<file path="config.mk">
export PLATFORM = sky130hd
export DESIGN_NAME = param_sequence_detector
export DESIGN_NICKNAME = d
export VERILOG_FILES = /design/src/rtl/seqdet_pkg.sv /design/src/rtl/seqdet_sat_counter.sv /design/src/rtl/param_sequence_detector.sv
export SDC_FILE = /design/constraint.sdc
export NUM_CORES = 1
export LEC_CHECK = 0
export BUFFER_PORTS_ARGS = -buffer_cell sky130_fd_sc_hd__buf_2
export CORE_MARGIN = 2
export CORE_UTILIZATION = 38
export DETAILED_ROUTE_END_ITERATION = 10
export PLACE_DENSITY_LB_ADDON = 0.05
export RECOVER_POWER = 100
export SKIP_CTS_REPAIR_TIMING = 1
export SYNTH_ARGS = -nofsm -noshare
export SYNTH_HDL_FRONTEND = slang
export SYNTH_HIERARCHICAL = 1
export SYNTH_SLANG_ARGS = --single-unit
</file>
<file path="constraint.sdc">
create_clock -name CLK -period 2.4 [get_ports CLK]
set_input_delay 0.48 -clock CLK [delete_from_list [all_inputs] [get_ports CLK]]
set_output_delay 0.48 -clock CLK [all_outputs]
set_load 0.01 [all_outputs]
</file>
<file path="src/rtl/seqdet_pkg.sv">
// -----------------------------------------------------------------------------
// seqdet_pkg
// Shared definitions for the runtime-programmable serial pattern detector:
// default geometry constants, the configuration bundle type for the default
// geometry, and the length-clamp rule applied when a configuration is loaded.
// -----------------------------------------------------------------------------
package seqdet_pkg;

    localparam int SEQDET_MAX_LEN = 8;
    localparam int SEQDET_COUNT_W = 8;
    localparam int SEQDET_LEN_W   = $clog2(SEQDET_MAX_LEN + 1);

    // Configuration bundle at the default geometry.
    typedef struct packed {
        logic [SEQDET_MAX_LEN-1:0] pattern;
        logic [SEQDET_LEN_W-1:0]   len;
        logic                      overlap;
    } seqdet_cfg_t;

    // A zero length loads as 1; anything longer than the history loads as
    // the full history length.
    function automatic int unsigned seqdet_clamp_len(input int unsigned len,
                                                     input int unsigned max_len);
        if (len == 0) begin
            return 1;
        end
        if (len > max_len) begin
            return max_len;
        end
        return len;
    endfunction

endpackage

</file>
<file path="src/rtl/seqdet_sat_counter.sv">
// -----------------------------------------------------------------------------
// seqdet_sat_counter
// Saturating up-counter for detector matches. Clear wins over increment and
// the count holds at all-ones instead of wrapping.
//
// Ports:
//   CLK    rising-edge clock
//   RST_N  asynchronous active-low reset (count -> 0)
//   inc    count one event this cycle
//   clr    synchronous clear, priority over inc
//   count  current count
// -----------------------------------------------------------------------------
module seqdet_sat_counter #(
    parameter int COUNT_W = 8
) (
    input  logic               CLK,
    input  logic               RST_N,
    input  logic               inc,
    input  logic               clr,
    output logic [COUNT_W-1:0] count
);

    logic [COUNT_W-1:0] count_q;
    logic [COUNT_W-1:0] count_d;

    always_comb begin
        count_d = count_q;
        if (clr) begin
            count_d = '0;
        end else if (inc && (count_q != {COUNT_W{1'b1}})) begin
            count_d = count_q + 1'b1;
        end
    end

    always_ff @(posedge CLK or negedge RST_N) begin
        if (!RST_N) begin
            count_q <= '0;
        end else begin
            count_q <= count_d;
        end
    end

    assign count = count_q;

endmodule

</file>
<file path="src/rtl/param_sequence_detector.sv">
// -----------------------------------------------------------------------------
// param_sequence_detector
// Runtime-programmable serial pattern detector with selectable overlapping or
// non-overlapping detection and a registered one-cycle match pulse.
//
// Build option: define SEQDET_COUNT_EN to include the saturating match counter.
// Without it match_count is tied to 0 and clr_count is ignored; detection is
// the same in both builds.
//
// Ports:
//   CLK          rising-edge clock
//   RST_N        asynchronous active-low reset
//   InD          serial data bit
//   in_valid     InD is sampled on an edge only while high
//   cfg_load     latch pattern/len/overlap and clear the detection history
//   cfg_pattern  pattern, bit [len-1] is received first, bit [0] last
//   cfg_len      pattern length (0 loads as 1, >MAX_LEN loads as MAX_LEN)
//   cfg_overlap  1 = overlapping, 0 = non-overlapping detection
//   clr_count    synchronous clear of the match counter
//   match        one-cycle pulse after the edge that completed the pattern
//   match_count  saturating number of matches
// -----------------------------------------------------------------------------
module param_sequence_detector
    import seqdet_pkg::*;
#(
    parameter int MAX_LEN = SEQDET_MAX_LEN,
    parameter int LEN_W   = $clog2(MAX_LEN + 1),
    parameter int COUNT_W = SEQDET_COUNT_W
) (
    input  logic               CLK,
    input  logic               RST_N,
    input  logic               InD,
    input  logic               in_valid,
    input  logic               cfg_load,
    input  logic [MAX_LEN-1:0] cfg_pattern,
    input  logic [LEN_W-1:0]   cfg_len,
    input  logic               cfg_overlap,
    input  logic               clr_count,
    output logic               match,
    output logic [COUNT_W-1:0] match_count
);

    typedef struct packed {
        logic [MAX_LEN-1:0] pattern;
        logic [LEN_W-1:0]   len;
        logic               overlap;
    } cfg_t;

    localparam cfg_t CFG_RESET = '{pattern: '0, len: LEN_W'(MAX_LEN), overlap: 1'b1};

    logic [MAX_LEN-1:0] hist_q, hist_d;
    logic [LEN_W-1:0]   fill_q, fill_d;
    logic               match_q, match_d;
    cfg_t               cfg_q, cfg_d;

    logic [MAX_LEN-1:0] hist_n;
    logic [LEN_W-1:0]   fill_n;
    logic [MAX_LEN-1:0] len_mask;
    logic               hit;

    // NOTE: every signal assigned in this block gets a default first, so no
    // path leaves a value unassigned and no latch is inferred.
    always_comb begin
        hist_d  = hist_q;
        fill_d  = fill_q;
        match_d = 1'b0;
        cfg_d   = cfg_q;

        hist_n = {hist_q[MAX_LEN-2:0], InD};
        fill_n = (fill_q == LEN_W'(MAX_LEN)) ? fill_q : fill_q + 1'b1;

        // Only the newest len bits of the history take part in the compare.
        for (int i = 0; i < MAX_LEN; i++) begin
            len_mask[i] = (i < int'(cfg_q.len));
        end
        hit = (fill_n >= cfg_q.len) && (((hist_n ^ cfg_q.pattern) & len_mask) == '0);

        if (cfg_load) begin
            // A sample arriving with the load is dropped on purpose.
            cfg_d.pattern = cfg_pattern;
            cfg_d.len     = LEN_W'(seqdet_clamp_len(32'(cfg_len), 32'(MAX_LEN)));
            cfg_d.overlap = cfg_overlap;
            hist_d        = '0;
            fill_d        = '0;
        end else if (in_valid) begin
            match_d = hit;
            hist_d  = hist_n;
            // Non-overlap: the matched bits are consumed, so a fresh len bits
            // must arrive before the next hit.
            fill_d  = (hit && !cfg_q.overlap) ? '0 : fill_n;
        end
    end

    // NOTE: state registers use non-blocking assignments so every flop sees
    // the pre-edge values of the others.
    always_ff @(posedge CLK or negedge RST_N) begin
        if (!RST_N) begin
            hist_q  <= '0;
            fill_q  <= '0;
            match_q <= 1'b0;
            cfg_q   <= CFG_RESET;
        end else begin
            hist_q  <= hist_d;
            fill_q  <= fill_d;
            match_q <= match_d;
            cfg_q   <= cfg_d;
        end
    end

    assign match = match_q;

`ifdef SEQDET_COUNT_EN
    // The counter bumps on the same edge that registers the match pulse.
    seqdet_sat_counter #(
        .COUNT_W (COUNT_W)
    ) u_match_counter (
        .CLK   (CLK),
        .RST_N (RST_N),
        .inc   (match_d),
        .clr   (clr_count),
        .count (match_count)
    );
`else
    logic unused_clr_count;
    assign unused_clr_count = clr_count;
    assign match_count      = '0;
`endif

endmodule

</file>
======== Yosys cells after proc, flatten, opt, wreduce, memory -nomap -nowiden ========
Index checks and enable logic that the tools add are counted.
storage, ports and cells
  register bits after elaboration ......... 25
  bits in latches ......................... 0
  bits in writable memories ............... 0
  memory bits (read-only) ................. 0
  bits of input ports ..................... 19
  output and inout port bits .............. 9
  word-level logic and storage cells ...... 43
  memories ................................ 0
cells by class
  $add $sub $neg .......................... 1
  multiply operators ...................... 0
  divide/modulo/power cells ............... 0
  order comparisons ....................... 10
  eq/ne operators ......................... 1
  shifts and indexed selects .............. 0
  muxes and demuxes ....................... 17
  bitwise gates (word level) .............. 2
  reduce and logical (&&, ||, !) cells .... 6
operators by type and width
  kind                                                                 number
  4-bit 2-to-1 mux                                                     7
  3-bit by 4-bit < comparator with 1-bit output, first input constant  4
  7-bit 2-to-1 mux                                                     2
  8-bit bitwise AND                                                    1
  8-bit zero test                                                      1
  1-bit by 4-bit < comparator with 1-bit output, first input constant  2
  2-bit by 4-bit < comparator with 1-bit output, first input constant  2
  1-bit 2-to-1 mux                                                     8
  8-bit XOR                                                            1
  4-bit by 1-bit adder with 4-bit output, second input constant        1
  4-bit == test, second input constant                                 1
  4-bit >= comparator                                                  1
  4-bit > comparator, second input constant                            1
  4-bit zero test                                                      1
  1-bit logical AND                                                    2
  2-bit nonzero test                                                   1
  1-bit zero test                                                      1

======== Logic depth before layout (Yosys ltp) ========
Gate-level depths: netlist of run 1.
  word-level depth ........................ 8
  gate-level depth with buffers ........... 11
  depth with buffers taken out ............ 11

======== Least setup slack after synthesis of run 1 ========
Ideal clock, no wire load.
  kind .................................... reg2reg
  from .................................... reg fill_q[0]
  to ...................................... reg fill_q[0]
  library setup time ...................... 0.099 ns
  arrival time ............................ 2.139 ns
  data required time ...................... 2.301 ns
  path slack .............................. 0.162 ns
  stages on the path, launching flop included .. 12
  path buffers ............................ 0
  period minus slack after synthesis ...... 2.238 ns
  cell sequence ........................... dfrtp_1 -> inv_1 -> ha_1 -> nand2_1 -> nor2_1 -> xnor2_1 -> ha_1 -> nand2b_4 -> a2111oi_4 -> a21oi_1 -> and4_4 -> a311oi_1
between the ends
  longest elaborated chain between the ends .. 8
  elaborated cells between the ends (all ways) .. 9
  classes of those cells .................. 1 x add/sub; 1 x order compare; 1 x eq/ne; 4 x mux; 2 x reduce/logical
RTL lines
  item                                                                            line                            RTL
  start, declared                                                                 param_sequence_detector.sv:52   logic [LEN_W-1:0] fill_q, fill_d;
  start signal, assigned                                                          param_sequence_detector.sv:104  fill_q <= fill_d;
  4-bit by 1-bit adder with 4-bit output / 4-bit == test (equally long branches)  param_sequence_detector.sv:70   fill_n = (fill_q == LEN_W'(MAX_LEN)) ? fill_q : fill_q + 1'b1;
  4-bit 2-to-1 mux *                                                              param_sequence_detector.sv:70
  4-bit >= comparator                                                             param_sequence_detector.sv:76   hit = (fill_n >= cfg_q.len) && (((hist_n ^ cfg_q.pattern) & len_mask) == '0);
  1-bit logical AND                                                               param_sequence_detector.sv:76
  1-bit logical AND                                                               param_sequence_detector.sv:90   fill_d = (hit && !cfg_q.overlap) ? '0 : fill_n;
  4-bit 2-to-1 mux *                                                              param_sequence_detector.sv:90
  4-bit 2-to-1 mux *                                                              param_sequence_detector.sv:85   end else if (in_valid) begin
  4-bit 2-to-1 mux *                                                              param_sequence_detector.sv:78   if (cfg_load) begin
Mark *: on every way between the ends. The rest lies on a longest branch, timed or not. The select of a mux whose other input is x is not followed.
A chain may end at the register's enable or synchronous reset.

======== Final worst setup path of run 1 ========
Same ends and word-level chain as after synthesis.

==> results by group, run 1 <==
Floorplanning
  – Die H: around 65 um
  – Die Area: about 0.0043 mm2
  – Starting Density: between 30% and 40%
  – I/O pin count: 28
  – Site Rows: 22
  – Die span in x: ~65 um
  – Core area: approximately 0.0036 mm2

Worst setup path
  – Worst Path Buf+Inv: 1
  – Crit path depth: 11
  – Reg2Reg Depth: 11
  – Largest delay share family, worst path: compound AO/OA/AOI/OAI gates
  – CP Max Fanout: 3
  – Setup crit start kind: flip-flop
  – Crit-path slowest cell: dfrtp_1
  – Most used cell, CP: ha_1
  – Worst Path Required: 2.58 ns
  – Worst path cell trace: inv_1 -> ha_1 -> nand2_1 -> nor2_1 -> xnor2_1 -> ha_1 -> nand2b_4 -> a2111oi_4 -> a21oi_2 -> and4_4 -> a311oi_2
  – Worst Setup End Kind: flip-flop
  – Max stage delay on crit path: about 0.4 ns
  – CP arrival: between 2 and 2.5 ns
  – Critical Setup Path Class: flip-flop to flip-flop

Final layout
  – Ant diodes: 0
  – Fill cells: approximately 370
  – Fin area: roughly 0.0016 mm2
  – Post-Route Utilization: between 40 and 50%
  – Register Area: 628 um2
  – Multi-input gate area: approximately 730 um2
  – Finished Layout Cells: 200
  – Layout area overhead: 13.2%
  – Share of cells above drive strength 1: roughly a quarter
  – Nets: around 180

Timing
  – Final hold violations: 0
  – Setup WS post-layout: approximately 0.11 ns
  – Hold_ws: approximately 0.42 ns
  – Worst clock skew: approximately 0.0036 ns
  – Fin crit share: between 90% and 100%
  – Worst slew margin relative to its limit: 9.86%
  – Final Slew Violations: 0
  – Fmax: roughly 440 MHz
  – Worst slew pin tran: between 1 and 1.5 ns
  – Final min period: 2.29 ns
  – Final Setup Violations: 0
  – RSZ-0062 raised after global routing: no
  – Fin Setup TNS: 0 ns

Power and ir drop
  – Sequential share of power: approximately half
  – Combinational share of power: about a fifth
  – Static leakage: just over 0.7 nW
  – Clock power share: 27.9%
  – Sw power: approximately 0.26 mW
  – Sw Share: between 20 and 30%
  – Pwr/cell area: between 500 and 600 mW/mm2
  – Internal: about 0.67 mW
  – VDD IR max: ~0.39 mV
  – Total chip power: between 0.9 and 1 mW

Global routing
  – Total gr overflow: 0
  – Largest net degree at the start of global routing: 26
  – First-pass GRT wire length: 4490 um
  – Initial antenna violation count: 0
  – GRT Overall Usage: between 10% and 20%
  – Vias in the first global route: 960

Yosys
  – Sequential share of the synthesized area: 44.1%
  – Gate Count Post-Synth: 131
  – Cell area after synthesis: about 0.0014 mm2
  – Synthesized flop and latch total: 25
  – Syn avg cell area: ~11 um2
  – Yosys warns: 6
  – Cell variety after synth: 35

Routing
  – Wire per inst: ~13 um
  – Post-route ant nets: 0
  – Vias per cell: between 4 and 5
  – Wire length on met2: approximately 1400 um
  – Initial drt markers: 10
  – First-pass iteration count of the detailed router: 3
  – DRC viols: 0
  – Post-detailed-routing wire length: approximately 2600 um
  – Max Used Layer: met4
  – Vias: slightly below 1k
  – M1 wire length: 1090 um
  – WL met3: about 100 um

Placement
  – Placed Instance Area: 0.00155 mm2
  – Pre-CTS WS: approximately 0.056 ns
  – PortBufs: 18
  – GPL Wtd Cong: around 0.75
  – Placed cells: about 200
  – Post-DP HPWL: a little under 2000 um

CTS
  – Clock-pin slew on the worst setup and hold paths: around 0.090 ns
  – H-tree depth: 1
  – CTS tree: built
  – CTS Buffer Depth: 2
  – Clk_lat worst skew: between 0.2 and 0.3 ns
  – CTS Buf Count: 3
  – Clock sinks: 25
  – Root Buffer Master: clkbuf_8

Run status
  – Status: complete, no violations

Min path
  – Hold Path Cell Cnt: 3
  – Min-Delay Path Class: input pin to flip-flop

Flow run
  – Max-cap violations: 0
[path summary, 6_finish.rpt]
| path | startpoint | endpoint | slack (ns) |
|---|---|---|---|
| max in group asynchronous | RST_N | hist_q[6] | 1.11 |
| worst min-delay path | cfg_overlap | cfg_q[0] | 0.42 |
| worst max-delay path | fill_q[0] | fill_q[0] | 0.11 |
| worst min register to register | cfg_q[9] | cfg_q[9] | 0.54 |
| min in group asynchronous | RST_N | match | 0.49 |
| worst max register to register | fill_q[0] | fill_q[0] | 0.11 |
[cell families after synthesis]
| family | after synthesis | share of synthesized area [%] |
|---|---|---|
| xor+xnor | 12 | 7.38 |
| other cells | 1 | 0.263 |
| simple gates | 29 | 10.9 |
| compound gates | 22 | 12.0 |
| buf+inv | 19 | 7.29 |
| flops | 25 | 44.1 |
| fa+ha+maj | 6 | 5.27 |
| mux | 17 | 12.7 |
[registers in the layout, indices dropped and copies added (netlist names)]
register and flops:
fill_q 4, cfg_q 13, match 1, hist_q 7
[routing by layer]
| layer | vias to the layer above | track usage (%) |
|---|---|---|
| li1 | 482 | - |
| met1 | 466 | 16.1 |
| met2 | 16 | 25.0 |
| met3 | 2 | 3.25 |
| met4 | 0 | 3.91 |
| met5 | - | 0 |
[layout make-up]
type                            instances  share of cell area (%)
Clock inverter                          1                   0.543
Inverter                                7                    1.63
Timing Repair Buffer                   22                    6.99
Tap cell                               48                    3.73
Sequential cell                        25                    39.0
Clock buffer                            3                    2.56
Multi-Input combinational cell         94                    45.6
[cell usage after synthesis (all sizes together)]
| library cell | count | area share (%) |
|---|---|---|
| dfstp | 2 | 3.7 |
| xor2 | 4 | 2.5 |
| nor2 | 12 | 3.2 |
| nand4 | 1 | 0.44 |
| inv | 7 | 1.8 |
| mux2 | 9 | 7.1 |
| a2111oi | 1 | 1.9 |
| a311oi | 2 | 1.2 |
| a22o | 2 | 1.2 |
| and2b | 1 | 0.53 |
| xnor2 | 8 | 4.9 |
| a41oi | 1 | 0.62 |
| a31oi | 1 | 0.44 |
| nand3 | 1 | 0.35 |
| ha | 6 | 5.3 |
| and2 | 1 | 0.44 |
| buf | 11 | 5.2 |
| o21ai | 6 | 2.1 |
| nor4 | 1 | 0.44 |
| nand2b | 3 | 1.8 |
| o221ai | 1 | 0.62 |
| a21oi | 2 | 0.70 |
| nor4b | 1 | 1.1 |
| nand2 | 7 | 1.8 |
| a211oi | 2 | 1.4 |
| dfrtp | 23 | 40 |
| mux2i | 8 | 5.6 |
| and4 | 1 | 0.79 |
| o22ai | 4 | 1.8 |
| conb | 1 | 0.26 |
| clkbuf | 1 | 0.26 |
[layout by cell type, fill, tap and decap left out, drive strengths merged]
master   count
a2111oi      1
mux2i        8
inv          8
o22ai        4
xor2         4
nand3        1
o21ai        6
and2b        1
and2         1
nand4        1
and4         1
a41oi        1
a21oi        2
buf         18
nand2b       3
o221ai       1
a211oi       2
conb         8
dfstp        2
dfrtp       23
nor4b        1
mux2         9
xnor2        8
a311oi       2
nor4         1
ha           6
a31oi        1
a22o         2
nand2        7
nor2        12
clkbuf       7
[worst min-delay path: stages]
cell and delay [ns]:
buf_2 0.07, nand2_1 0.04, o21ai_0 0.06
[power groups by stage]
| stage | sequential [mW] | combinational (mW) | clock [mW] |
|---|---|---|---|
| 2_1_floorplan | 0.479 | 0.142 | 0 |
| 5_1_grt | 0.480 | 0.215 | 0.296 |
| 6_report | 0.475 | 0.193 | 0.259 |
| 4_1_cts | 0.477 | 0.187 | 0.277 |
| 3_3_place_gp | 0.484 | 0.181 | 0 |
| 3_5_place_dp | 0.485 | 0.186 | 0 |
(Power assumes the default switching activity.)
==> run 2, diff against run 1 <==
--- a/config.mk
+++ b/config.mk
@@ -9,8 +9,7 @@
 export CORE_MARGIN = 2
 export CORE_UTILIZATION = 38
 export DETAILED_ROUTE_END_ITERATION = 10
-export PLACE_DENSITY_LB_ADDON = 0.05
-export RECOVER_POWER = 100
+export RECOVER_POWER = 25
 export SKIP_CTS_REPAIR_TIMING = 1
 export SYNTH_ARGS = -nofsm -noshare
 export SYNTH_HDL_FRONTEND = slang
==> results by group, run 2 (same netlist as run 1, synthesis figures left out) <==
Min path
  – Min-Delay Path Class: input pin to flip-flop
  – Hold path endpoint: cfg_q[0]
  – Hold Startpoint: cfg_overlap
  – Hold Path Cell Cnt: 3

Floorplanning
  – Core area: ~0.0036 mm2
  – Die span in x: 65.2 um
  – Die Area: 0.00425 mm2
  – I/O pin count: 28
  – Site Rows: 22
  – Die H: 65.2 um
  – Starting Density: about 39%

Worst setup path
  – RR Startpoint: fill_q[0]
  – Reg2Reg Depth: 11
  – Setup crit start kind: flip-flop
  – R2r endpoint: fill_q[3]
  – Worst Setup End Kind: flip-flop
  – CP arrival: 2.47 ns
  – Worst Path Required: 2.58 ns
  – R2r setup slk: 0.11 ns
  – Critical Setup Path Class: flip-flop to flip-flop
  – CP Max Fanout: 4

Final layout
  – Ant diodes: 0
  – Fill cells: between 300 and 400
  – Commonest non-fill, non-tap cell in the layout: dfrtp_1
  – Share of cells above drive strength 1: around 33%
  – Largest regs: cfg_q (13), hist_q (7), fill_q (4)
  – Largest register FFs: 13
  – Most frequent cells in the layout: dfrtp_1 (23), buf_2 (17), nor2_1 (11), mux2_2 (9)
  – Nets: 178
  – Largest Register: cfg_q
  – Layout area overhead: 16.6%
  – Post-Route Utilization: 45.7%

Timing
  – Fin Setup TNS: 0 ns
  – Fin crit share: 95.6%
  – Fmax: roughly 440 MHz
  – Final Slew Violations: 0
  – Worst slew pin tran: between 1 and 1.5 ns
  – Final hold violations: 0
  – Worst slew margin relative to its limit: a little over an eighth
  – Final Setup Violations: 0
  – Worst clock skew: between 0.0015 and 0.002 ns
  – Final min period: roughly 2.3 ns

CTS
  – Root Buffer Master: clkbuf_8
  – CTS tree: built
  – CTS Buf Count: 3
  – Clock-pin slew on the worst setup and hold paths: about 0.090 ns
  – H-tree depth: 1
  – CTS Buffer Depth: 2
  – Clk_lat worst skew: about 0.27 ns
  – Clock sinks: 25

Global routing
  – Initial antenna violation count: 0
  – Vias in the first global route: 990
  – First-pass GRT wire length: 4410 um
  – Total gr overflow: 0
  – GRT Overall Usage: between 10% and 20%
  – Largest net degree at the start of global routing: 29

Routing
  – Initial drt markers: 45
  – First-pass iteration count of the detailed router: 4
  – Vias: approximately 1000
  – Vias per cell: 4.89
  – Post-detailed-routing wire length: ~2600 um
  – Wire per inst: around 13 um
  – Post-route ant nets: 0
  – DRC viols: 0

Placement
  – GPL Wtd Cong: 0.732
  – PortBufs: 18
  – Post-DP HPWL: 1920 um

Power and ir drop
  – VDD IR max: ~0.52 mV
  – Static leakage: 0.750 nW
  – Pwr/cell area: ~570 mW/mm2
  – Total chip power: between 0.9 and 1 mW

Flow run
  – Max-cap violations: 0

Run status
  – Status: complete, no violations
[run 2: per-layer routing]
| metal | GRT usage, % | wire (um) | vias to the layer above |
|---|---|---|---|
| met3 | 3.77 | 92 | 2 |
| met4 | 3.13 | 17 | 0 |
| li1 | - | - | 483 |
| met1 | 15.8 | 1150 | 475 |
| met2 | 23.5 | 1350 | 18 |
| met5 | 0 | 0 | - |
[run 2: worst max path at each step]
stage          cells after the start        end      start  slack (ns)
5_1_grt                           11  fill_q[3]  fill_q[0]       -0.03
6_report                          11  fill_q[3]  fill_q[0]        0.11
3_3_place_gp                      11  fill_q[0]  fill_q[0]        0.11
4_1_cts                           11  fill_q[3]  fill_q[0]       -0.02
3_5_place_dp                      11  fill_q[3]  fill_q[0]        0.01
2_1_floorplan                     11  fill_q[0]  fill_q[0]        0.16
[run 2: layout make-up]
type	count	area [um2]	share of cell area [%]
sequential	25	628	37.8
tap	48	60.1	3.62
clock buffer	3	41.3	2.49
clock inverter	1	8.76	0.528
inverter	7	26.3	1.58
timing repair buffer	22	119	7.16
multi-input combinational	94	777	46.8
[run 2: through the flow]
stage,setup WS (ns),std cells,instance area (um2),hold slack (ns)
6_report,0.106,200,1660,0.421
3_5_place_dp,0.00999,194,1540,0.498
4_1_cts,-0.0192,198,1590,0.196
2_1_floorplan,0.162,138,1450,0.184
5_1_grt,-0.0279,200,1660,0.421
3_3_place_gp,0.107,194,1540,0.499
[run 2: power breakdown]
part           switching (mW)  internal [mW]  leakage (nW)  total (mW)
logic                   0.103          0.104         0.406       0.207
registers              0.0258          0.450         0.318       0.476
clock network           0.139          0.122        0.0261       0.261
[run 2: worst max-delay path, stage by stage (launching register included)]
cell       delay, ns
dfrtp_1         0.42
inv_2           0.10
ha_4            0.15
nand2_4         0.06
nor2_4          0.14
xnor2_2         0.14
ha_1            0.25
nand2b_4        0.14
a2111oi_4       0.30
a21oi_2         0.08
and4_4          0.21
a311oi_2        0.23
